--- src/rtl/memwb_pkg.sv ---
// Shared types and constants for the memory/writeback stage.
package memwb_pkg;

    typedef enum logic [1:0] {
        MW_IDLE,
        MW_REQ,
        MW_DONE
    } memwb_state_t;

    localparam logic [1:0] WORD_ALIGN_MASK = 2'b11;

    // True when the low address bits place a word access off a word boundary.
    function automatic logic is_misaligned(input logic [1:0] addr_lsb);
        return (addr_lsb & WORD_ALIGN_MASK) != 2'b00;
    endfunction

endpackage

--- src/rtl/memwb_reg.sv ---
// M->W pipeline register with synchronous reset and a bubble input.
// A bubble clears the write-enabling controls and holds the data fields,
// so ResultW and WriteAddrW keep their previous values during stalls.
module memwb_reg #(
    parameter int DWIDTH = 32,
    parameter int AWIDTH = 4
) (
    input  logic              clk,
    input  logic              reset,
    input  logic              bubble,
    input  logic              pcsrc_m,
    input  logic              regwrite_m,
    input  logic              memtoreg_m,
    input  logic [AWIDTH-1:0] writeaddr_m,
    input  logic [DWIDTH-1:0] aluresult_m,
    input  logic [DWIDTH-1:0] loaddata_m,
    output logic              pcsrc_w,
    output logic              regwrite_w,
    output logic              memtoreg_w,
    output logic [AWIDTH-1:0] writeaddr_w,
    output logic [DWIDTH-1:0] aluresult_w,
    output logic [DWIDTH-1:0] loaddata_w
);

    // Capture the M-stage instruction, or insert a bubble while stalled/discarded.
    always_ff @(posedge clk) begin
        // NOTE: non-blocking assignments keep every register sampling pre-edge values.
        if (reset) begin
            pcsrc_w     <= 1'b0;
            regwrite_w  <= 1'b0;
            memtoreg_w  <= 1'b0;
            writeaddr_w <= '0;
            aluresult_w <= '0;
            loaddata_w  <= '0;
        end else if (bubble) begin
            pcsrc_w    <= 1'b0;
            regwrite_w <= 1'b0;
        end else begin
            pcsrc_w     <= pcsrc_m;
            regwrite_w  <= regwrite_m;
            memtoreg_w  <= memtoreg_m;
            writeaddr_w <= writeaddr_m;
            aluresult_w <= aluresult_m;
            loaddata_w  <= loaddata_m;
        end
    end

endmodule

--- src/rtl/memwb.sv ---
// Memory/writeback stage: word loads/stores over a req/ack port, stalling
// the pipeline while an access is outstanding, then registering into W.
module memwb
    import memwb_pkg::*;
#(
    parameter int DWIDTH = 32
) (
    input  logic              clk,
    input  logic              reset,
    input  logic              PCSrcM,
    input  logic              RegWriteM,
    input  logic              MemtoRegM,
    input  logic              MemWriteM,
    input  logic [DWIDTH-1:0] ALUResultM,
    input  logic [DWIDTH-1:0] WriteDataM,
    input  logic [3:0]        WriteAddrM,
    output logic              dmem_req,
    output logic              dmem_we,
    output logic [DWIDTH-1:0] dmem_addr,
    output logic [DWIDTH-1:0] dmem_wdata,
    input  logic              dmem_ack,
    input  logic [DWIDTH-1:0] dmem_rdata,
    output logic              MemStall,
    output logic              PCSrcW,
    output logic              RegWriteW,
    output logic [3:0]        WriteAddrW,
    output logic [DWIDTH-1:0] ResultW,
    output logic              AlignFault
);

    memwb_state_t      state_q;
    memwb_state_t      state_d;
    logic              mem_op;
    logic              misaligned;
    logic              start_access;
    logic              bubble;
    logic [DWIDTH-1:0] load_data_q;
    logic              memtoreg_w;
    logic [DWIDTH-1:0] aluresult_w;
    logic [DWIDTH-1:0] loaddata_w;

    assign mem_op     = MemtoRegM | MemWriteM;
    assign misaligned = mem_op && is_misaligned(ALUResultM[1:0]);

    // A misaligned op is dropped in IDLE without stalling; W still sees a bubble.
    assign bubble = MemStall | ((state_q == MW_IDLE) && misaligned);

    // Next-state and stall decode.
    always_comb begin
        // NOTE: every output gets a default first so no path leaves it unassigned (no latches).
        state_d      = state_q;
        MemStall     = 1'b0;
        start_access = 1'b0;
        case (state_q)
            MW_IDLE: begin
                if (mem_op && !misaligned) begin
                    state_d      = MW_REQ;
                    MemStall     = 1'b1;
                    start_access = 1'b1;
                end
            end
            MW_REQ: begin
                MemStall = 1'b1;
                if (dmem_ack) begin
                    state_d = MW_DONE;
                end
            end
            MW_DONE: begin
                state_d = MW_IDLE;
            end
            default: begin
                state_d = MW_IDLE;
            end
        endcase
    end

    // State register; reset wins over any pending transition.
    always_ff @(posedge clk) begin
        if (reset) begin
            state_q <= MW_IDLE;
        end else begin
            state_q <= state_d;
        end
    end

    // Registered memory port; address/data/we latched once on entry to REQ.
    always_ff @(posedge clk) begin
        if (reset) begin
            dmem_req   <= 1'b0;
            dmem_we    <= 1'b0;
            dmem_addr  <= '0;
            dmem_wdata <= '0;
        end else begin
            dmem_req <= (state_d == MW_REQ);
            if (start_access) begin
                dmem_we    <= MemWriteM;
                dmem_addr  <= ALUResultM;
                dmem_wdata <= WriteDataM;
            end
        end
    end

    // Load data captured on ack; acks outside REQ are ignored.
    always_ff @(posedge clk) begin
        if (reset) begin
            load_data_q <= '0;
        end else if ((state_q == MW_REQ) && dmem_ack) begin
            load_data_q <= dmem_rdata;
        end
    end

    // One-cycle fault pulse after a misaligned op leaves M.
    always_ff @(posedge clk) begin
        if (reset) begin
            AlignFault <= 1'b0;
        end else begin
            AlignFault <= (state_q == MW_IDLE) && misaligned;
        end
    end

    memwb_reg #(
        .DWIDTH (DWIDTH),
        .AWIDTH (4)
    ) u_memwb_reg (
        .clk         (clk),
        .reset       (reset),
        .bubble      (bubble),
        .pcsrc_m     (PCSrcM),
        .regwrite_m  (RegWriteM),
        .memtoreg_m  (MemtoRegM),
        .writeaddr_m (WriteAddrM),
        .aluresult_m (ALUResultM),
        .loaddata_m  (load_data_q),
        .pcsrc_w     (PCSrcW),
        .regwrite_w  (RegWriteW),
        .memtoreg_w  (memtoreg_w),
        .writeaddr_w (WriteAddrW),
        .aluresult_w (aluresult_w),
        .loaddata_w  (loaddata_w)
    );

    assign ResultW = memtoreg_w ? loaddata_w : aluresult_w;

endmodule

--- config.mk ---
export PLATFORM = sky130hd
export DESIGN_NAME = memwb
export DESIGN_NICKNAME = d
export VERILOG_FILES = /design/src/rtl/memwb_pkg.sv /design/src/rtl/memwb_reg.sv /design/src/rtl/memwb.sv
export SDC_FILE = /design/constraint.sdc
export NUM_CORES = 1
export LEC_CHECK = 0
export ABC_AREA = 1
export BUFFER_PORTS_ARGS = -buffer_cell sky130_fd_sc_hd__buf_2
export CORE_MARGIN = 3
export CORE_UTILIZATION = 40
export CTS_CLUSTER_DIAMETER = 80
export CTS_CLUSTER_SIZE = 10
export DETAILED_ROUTE_END_ITERATION = 6
export PLACE_DENSITY_LB_ADDON = 0.05
export SLEW_MARGIN = 20
export SYNTH_ARGS = -nofsm -noshare
export SYNTH_HDL_FRONTEND = slang
export SYNTH_HIERARCHICAL = 1
export SYNTH_SLANG_ARGS = --single-unit
--- constraint.sdc ---
create_clock -name clk -period 1.75 [get_ports clk]
set_input_delay 0.0875 -clock clk [delete_from_list [all_inputs] [get_ports clk]]
set_output_delay 0.0875 -clock clk [all_outputs]
set_load 0.05 [all_outputs]
==> results of run 1 <==
-- cell usage in the layout, fill, tap and decap left out, types with 2 or more instances in the layout --
| master | Yosys | routed |
|---|---|---|
| nor2_1 | 332 | 330 |
| bufinv_16 | 0 | 3 |
| inv_1 | 137 | 137 |
| nor2_2 | 1 | 3 |
| nand2_1 | 269 | 269 |
| mux2_2 | 30 | 30 |
| buf_2 | 27 | 211 |
| nand3_4 | 0 | 2 |
| clkinvlp_4 | 0 | 4 |
| o21ai_0 | 32 | 32 |
| nand3_1 | 3 | 2 |
| clkbuf_8 | 0 | 3 |
| clkbuf_1 | 14 | 2 |
| dlygate4sd3_1 | 0 | 106 |
| buf_6 | 11 | 2 |
| dfxtp_1 | 172 | 171 |
| a21oi_1 | 2 | 2 |
| clkinv_2 | 0 | 3 |
| buf_12 | 0 | 7 |
| buf_4 | 5 | 7 |
| inv_2 | 2 | 2 |
| mux2_1 | 2 | 2 |
| clkbuf_16 | 0 | 17 |
| nor3b_2 | 2 | 2 |
-- routing by layer --
metal | vias up | GRT usage [%]
met5 | - | 0
met4 | 0 | 6.37
met3 | 21 | 4.85
met2 | 156 | 33.8
met1 | 2895 | 23.7
li1 | 3636 | -
-- power by group --
group | switching (mW) | internal, mW | total, mW
Sequential | 0.152 | 4.26 | 4.41
Combinational | 1.78 | 0.893 | 2.67
Clock | 1.56 | 2.36 | 3.92
Total | 3.48 | 7.51 | 11.0
-- layout make-up --
class,count,area (sq um),share of cell area (%)
diodes,1,2.50,0.0248
clock buffers,22,474,4.71
clock inverters,10,139,1.38
inverters,140,527,5.23
multi-input cells,675,2880,28.5
flip-flops and latches,172,3440,34.2
well taps,225,282,2.79
repair buffers,333,2330,23.1
-- kinds of logic (layout without fill, tap and decap cells) --
kind of cell           Yosys count  count (layout)
AOI/OAI and AO/OA               34              34
buffers and inverters          197             505
DFF                            172             172
muxes                           32              32
other                            0               1
and+or+nand+nor                609             609
-- sequential cells by signal (all words and copies together) (netlist names), 2 cells and up --
name and cells:
dmem_addr 32, dmem_wdata 32, load_data_q 32, u_memwb_reg/aluresult_w 32, u_memwb_reg/loaddata_w 32, u_memwb_reg/writeaddr_w 4
state_q 2
-- synth_stat cells --
cell type	count
buf_2	27
dfxtp_1	172
a21oi_1	2
nor2_2	1
clkinv_1	1
nor3b_2	2
buf_4	5
inv_1	137
inv_2	2
mux2_1	2
buf_6	11
nand3_2	1
nand3_1	3
clkbuf_1	14
o21ai_0	32
mux2_2	30
nand3b_1	1
nor2_1	332
nand2_1	269
-- worst paths after layout --
path         cells past startpoint                           startpoint  slack (ns)                           to
min                              4                       WriteDataM[23]        0.42  dmem_wdata[23]$_SDFFE_PP0P_
max reg2reg                      7                state_q[1]$_SDFF_PP0_        0.34   dmem_wdata[1]$_SDFFE_PP0P_
min reg2reg                      2            dmem_addr[1]$_SDFFE_PP0P_        0.46    dmem_addr[1]$_SDFFE_PP0P_
max                              3  u_memwb_reg/memtoreg_w$_SDFFE_PP0N_        0.09                  ResultW[12]
-- worst max-delay path, stage by stage, from the launching register on --
cell and delay, ns:
dfxtp_2 0.35, buf_6 0.22, mux2_2 0.37, buf_2 0.21
-- what timing repair did --
action / CTS / global route
endpoints found under the hold margin: 138 / 0
gates resized for setup: 1 / 2
endpoints found under the setup margin: 2 / 16
hold buffers: 106 / 0
-- stage by stage --
step / util [%] / setup WS, ns
floorplan: - / 0.156
global placement: 48.2 / 0.371
detailed placement: 48.2 / 0.341
CTS: 57.8 / 0.0117
global route: 57.8 / 0.00874
finish: 57.9 / 0.0862
==> summary.txt, run 1 <==
Drt
  – Pre-Repair DR Iteration Count: 6
  – Via/cell ratio: 4.25
  – Vias: 6708
  – Routed Antenna Nets: 0
  – Routed wire length on met2: 8870 um
  – Remaining DRCs: 0
  – Initial DRC Count: 362
  – Per-cell routed wire length: 11.8 um
  – Drt total wl: 18600 um
  – Metal-1 WL: 8480 um
  – Max Used Layer: met4
  – WL met3: 942 um

GRT
  – Total gr overflow: 0
  – Vias in the first global route: 6719
  – Initial antenna violation count: 0
  – Overall routing resource usage: 19.5%
  – First-pass GRT wire length: 31700 um
  – Largest net degree at the start of global routing: 63

Yosys
  – Synth Area in XOR/XNOR: 0%
  – Synth top area share: 48.0%
  – Cell Area, Synth: 0.00717 sq mm
  – Syn Nets: 1151
  – Largest family of logic cells by synthesized area: simple AND/OR/NAND/NOR gates
  – Biggest area consumer among synthesized cells: dfxtp_1
  – Mux share of post-synthesis cell area: 5.03%
  – Synth area leaders: dfxtp_1 (48%), nor2_1 (17%), nand2_1 (14%), inv_1 (7.2%), mux2_2 (4.7%)
  – Unique cell type count in the Yosys netlist: 19
  – Syn Area/Cell: 6.87 sq um
  – Synth Area in Adders: 0%
  – Number of synthesized register bits: 172
  – Simple-gate area share of the yosys netlist: 32.4%
  – Synth Area in Compound Gates: 2.37%
  – Post-Synthesis Cells: 1044
  – Ys Warns: 6
  – Register area share after synthesis: 48.0%

STA
  – Fin. Hold Viols: 0
  – Least-Margin Pin Slew: 0.651 ns
  – Period utilization: 95.1%
  – WHS: 0.416 ns
  – Setup TNS: 0 ns
  – Minimum clock period: 1.66 ns
  – # setup viols final: 0
  – Clk_skew: 0.00782 ns
  – Slew Limit Fails: 0
  – Worst rel slew slack: 56.6%
  – Unrepaired setup endpoints after global routing: false
  – Fmax: 0.601 GHz

Die
  – Die Height: 140 um
  – Initial Utilization: 41.2%
  – # IOs: 213
  – Site Rows: 48
  – Die area: 0.0196 sq mm
  – CORE AREA: 0.0174 sq mm
  – Die W: 140 um

CTS
  – Setup Fix Bufs, Post-CTS: 0
  – H-Tree Depth: 4
  – Clk_lat worst skew: 0.42 ns
  – CTS buffer count: 17
  – Clk slew on worst S/H paths: 0.06 ns
  – Clk Tree Root Cell: clkbuf_16
  – CTS tree: built
  – CTS max path bufs: 2
  – Clock net sink count: 172

Power
  – Pwr/cell area: 1090 mW/mm^2
  – Static leakage: 5.45 nW
  – Total power: 11.0 mW
  – Maximum vdd drop: 0.000689 V

Job
  – Max-cap violations: 0

Placed design
  – IO Port Bufs: 212
  – Placed cells: 1439
  – Dpl cell area: 0.00839 sq mm
  – Placer congestion estimate: 0.770
  – DP HPWL: 11600 um

Hold path
  – HP Class: in2reg

Setup path
  – CP max FO: 18
  – Worst path arrival time: 1.58 ns
  – Worst Setup End Kind: output port
  – Startpoint type of the worst setup path: register
  – Worst setup path category: reg2out
  – Critical Path RT: 1.66 ns

Finish
  – Fin area: 0.0101 sq mm
  – Final Non-Filler Cells: 1578
  – Share of layout cells above drive strength 1: 22.0%
  – Fillers: 1707
  – Layout Area Growth over Synthesis: 40.6%
  – Nets: 1446

Status
  – Status: complete, no violations
Note: power is estimated with default switching activity, not from simulation.
==> run 2, diff against run 1 <==
clock period = 1.9 ns   (was 1.75 ns; I/O delays follow)
==> summary.txt, run 2 (synthesized netlist as in run 1, its figures left out) <==
Finish
  – Nets: 1444
  – Share of layout cells above drive strength 1: 21.9%
  – Most frequent cells in the layout: nor2_1 (331), nand2_1 (269), buf_2 (212)
  – Ant. Diodes: 0
  – Most common cell after layout, fill and taps aside: nor2_1
  – Layout Area Growth over Synthesis: 40.8%
  – Fillers: 1716

Setup path
  – CP max stage delay: 0.32 ns
  – Worst path cell trace: nor2_2 -> nand3_4 -> buf_16 -> nand2_1 -> buf_2
  – Reg2Reg Depth: 7
  – Worst flop-to-flop path endpoint: u_memwb_reg/aluresult_w[9]$_SDFFE_PP0N_
  – FF-to-FF Start: state_q[0]$_SDFF_PP0_
  – CP max FO: 66
  – Setup crit end: MemStall
  – Startpoint type of the worst setup path: register
  – Slowest stage cell, crit path: dfxtp_1
  – Critical Path RT: 1.80 ns
  – Worst setup path category: reg2out
  – Flop2flop setup slack: 0.47 ns
  – Worst path arrival time: 1.71 ns
  – Worst Setup End Kind: output port
  – Setup crit start: state_q[0]$_SDFF_PP0_

Drt
  – Per-cell routed wire length: 12.2 um
  – Via/cell ratio: 4.24
  – Initial DRC Count: 317
  – Routed Antenna Nets: 0
  – Remaining DRCs: 0
  – Vias: 6674
  – Pre-Repair DR Iteration Count: 4
  – Drt total wl: 19300 um

CTS
  – Clk slew on worst S/H paths: 0.06 ns
  – CTS tree: built
  – Setup Fix Bufs, Post-CTS: 0
  – Clk_lat worst skew: 0.43 ns
  – CTS max path bufs: 2
  – Clk Tree Root Cell: clkbuf_16
  – H-Tree Depth: 4
  – Clock net sink count: 172
  – CTS buffer count: 17

Job
  – Max-cap violations: 0

STA
  – Final WS setup: 0.0926 ns
  – Period utilization: 95.1%
  – Setup TNS: 0 ns
  – Least-Margin Pin Slew: 0.641 ns
  – Slew Limit Fails: 0
  – Clk_skew: 0.0127 ns
  – Fmax: 0.553 GHz
  – Fin. Hold Viols: 0
  – # setup viols final: 0
  – Unrepaired setup endpoints after global routing: false
  – Worst rel slew slack: 57.2%
  – Minimum clock period: 1.81 ns

Hold path
  – Hold_sp: ALUResultM[1]
  – HP Class: in2reg

GRT
  – Vias in the first global route: 6272
  – First-pass GRT wire length: 30400 um
  – Largest net degree at the start of global routing: 132
  – Overall routing resource usage: 18.9%
  – Initial antenna violation count: 0
  – Total gr overflow: 0

Die
  – Die Height: 140 um
  – Site Rows: 48
  – Initial Utilization: 41.2%
  – Die W: 140 um
  – Die area: 0.0196 sq mm
  – # IOs: 213
  – CORE AREA: 0.0174 sq mm

Power
  – Maximum vdd drop: 0.000657 V
  – Static leakage: 5.47 nW
  – Pwr/cell area: 1010 mW/mm^2
  – Total power: 10.2 mW

Placed design
  – DP HPWL: 11300 um
  – IO Port Bufs: 212
  – Setup Slack @ Placement: 0.456 ns
  – Placer congestion estimate: 0.742

Status
  – Status: complete, no violations
run 2: worst max-delay path, delay by kind of cell, from the launching register on:
family | cells | cell delay [ns]
buf+inv | 2 | 0.50
simple gates | 3 | 0.42
flops | 1 | 0.32
run 2: worst min-delay path by stage:
stage	to	slack [ns]	cells past startpoint
finish	AlignFault$_SDFF_PP0_	0.19	4
global route	AlignFault$_SDFF_PP0_	0.22	4
CTS	AlignFault$_SDFF_PP0_	0.18	4
detailed placement	load_data_q[5]$_SDFFE_PP0P_	0.32	3
global placement	u_memwb_reg/writeaddr_w[3]$_SDFFE_PP0N_	0.31	3
floorplan	u_memwb_reg/pcsrc_w$_SDFF_PP0_	0.17	1
run 2: timing repair:
action                                  CTS  global route
endpoints found under the setup margin    1            17
hold buffers                            106             0
endpoints found under the hold margin   138             0
cloned                                    0             1
gates resized for setup                   1             1
run 2: metrics by stage:
step | hold WS (ns) | util (%) | cells | area (sq um)
final | 0.186 | 57.9 | 1574 | 10100
after floorplan | 0.166 | - | 1044 | 7170
after global routing | 0.216 | 57.9 | 1574 | 10100
after global placement | 0.312 | 48.1 | 1436 | 8380
after CTS | 0.177 | 57.8 | 1573 | 10100
after detailed placement | 0.322 | 48.1 | 1436 | 8380
run 2: report_power, final:
group	total, mW	internal (mW)	switching (mW)	leakage [nW]
clock network	3.65	2.21	1.44	0.303
registers	4.08	3.92	0.153	1.41
logic	2.46	0.825	1.63	3.75
run 2: metal layers:
metal | up-vias | wire [um] | track usage [%]
met2 | 147 | 9380 | 32.8
met3 | 15 | 1090 | 5.36
met5 | - | 0 | 0
met4 | 0 | 240 | 5.61
met1 | 2886 | 8540 | 22.7
li1 | 3626 | - | -
run 2: final cells by class:
class                   count  area, sq um  area share, %
multi-input cells         675         2870           28.5
well taps                 225          282           2.79
flip-flops and latches    172         3450           34.2
clock buffers              22          484           4.80
inverters                 140          527           5.22
repair buffers            331         2340           23.2
clock inverters             9          134           1.33
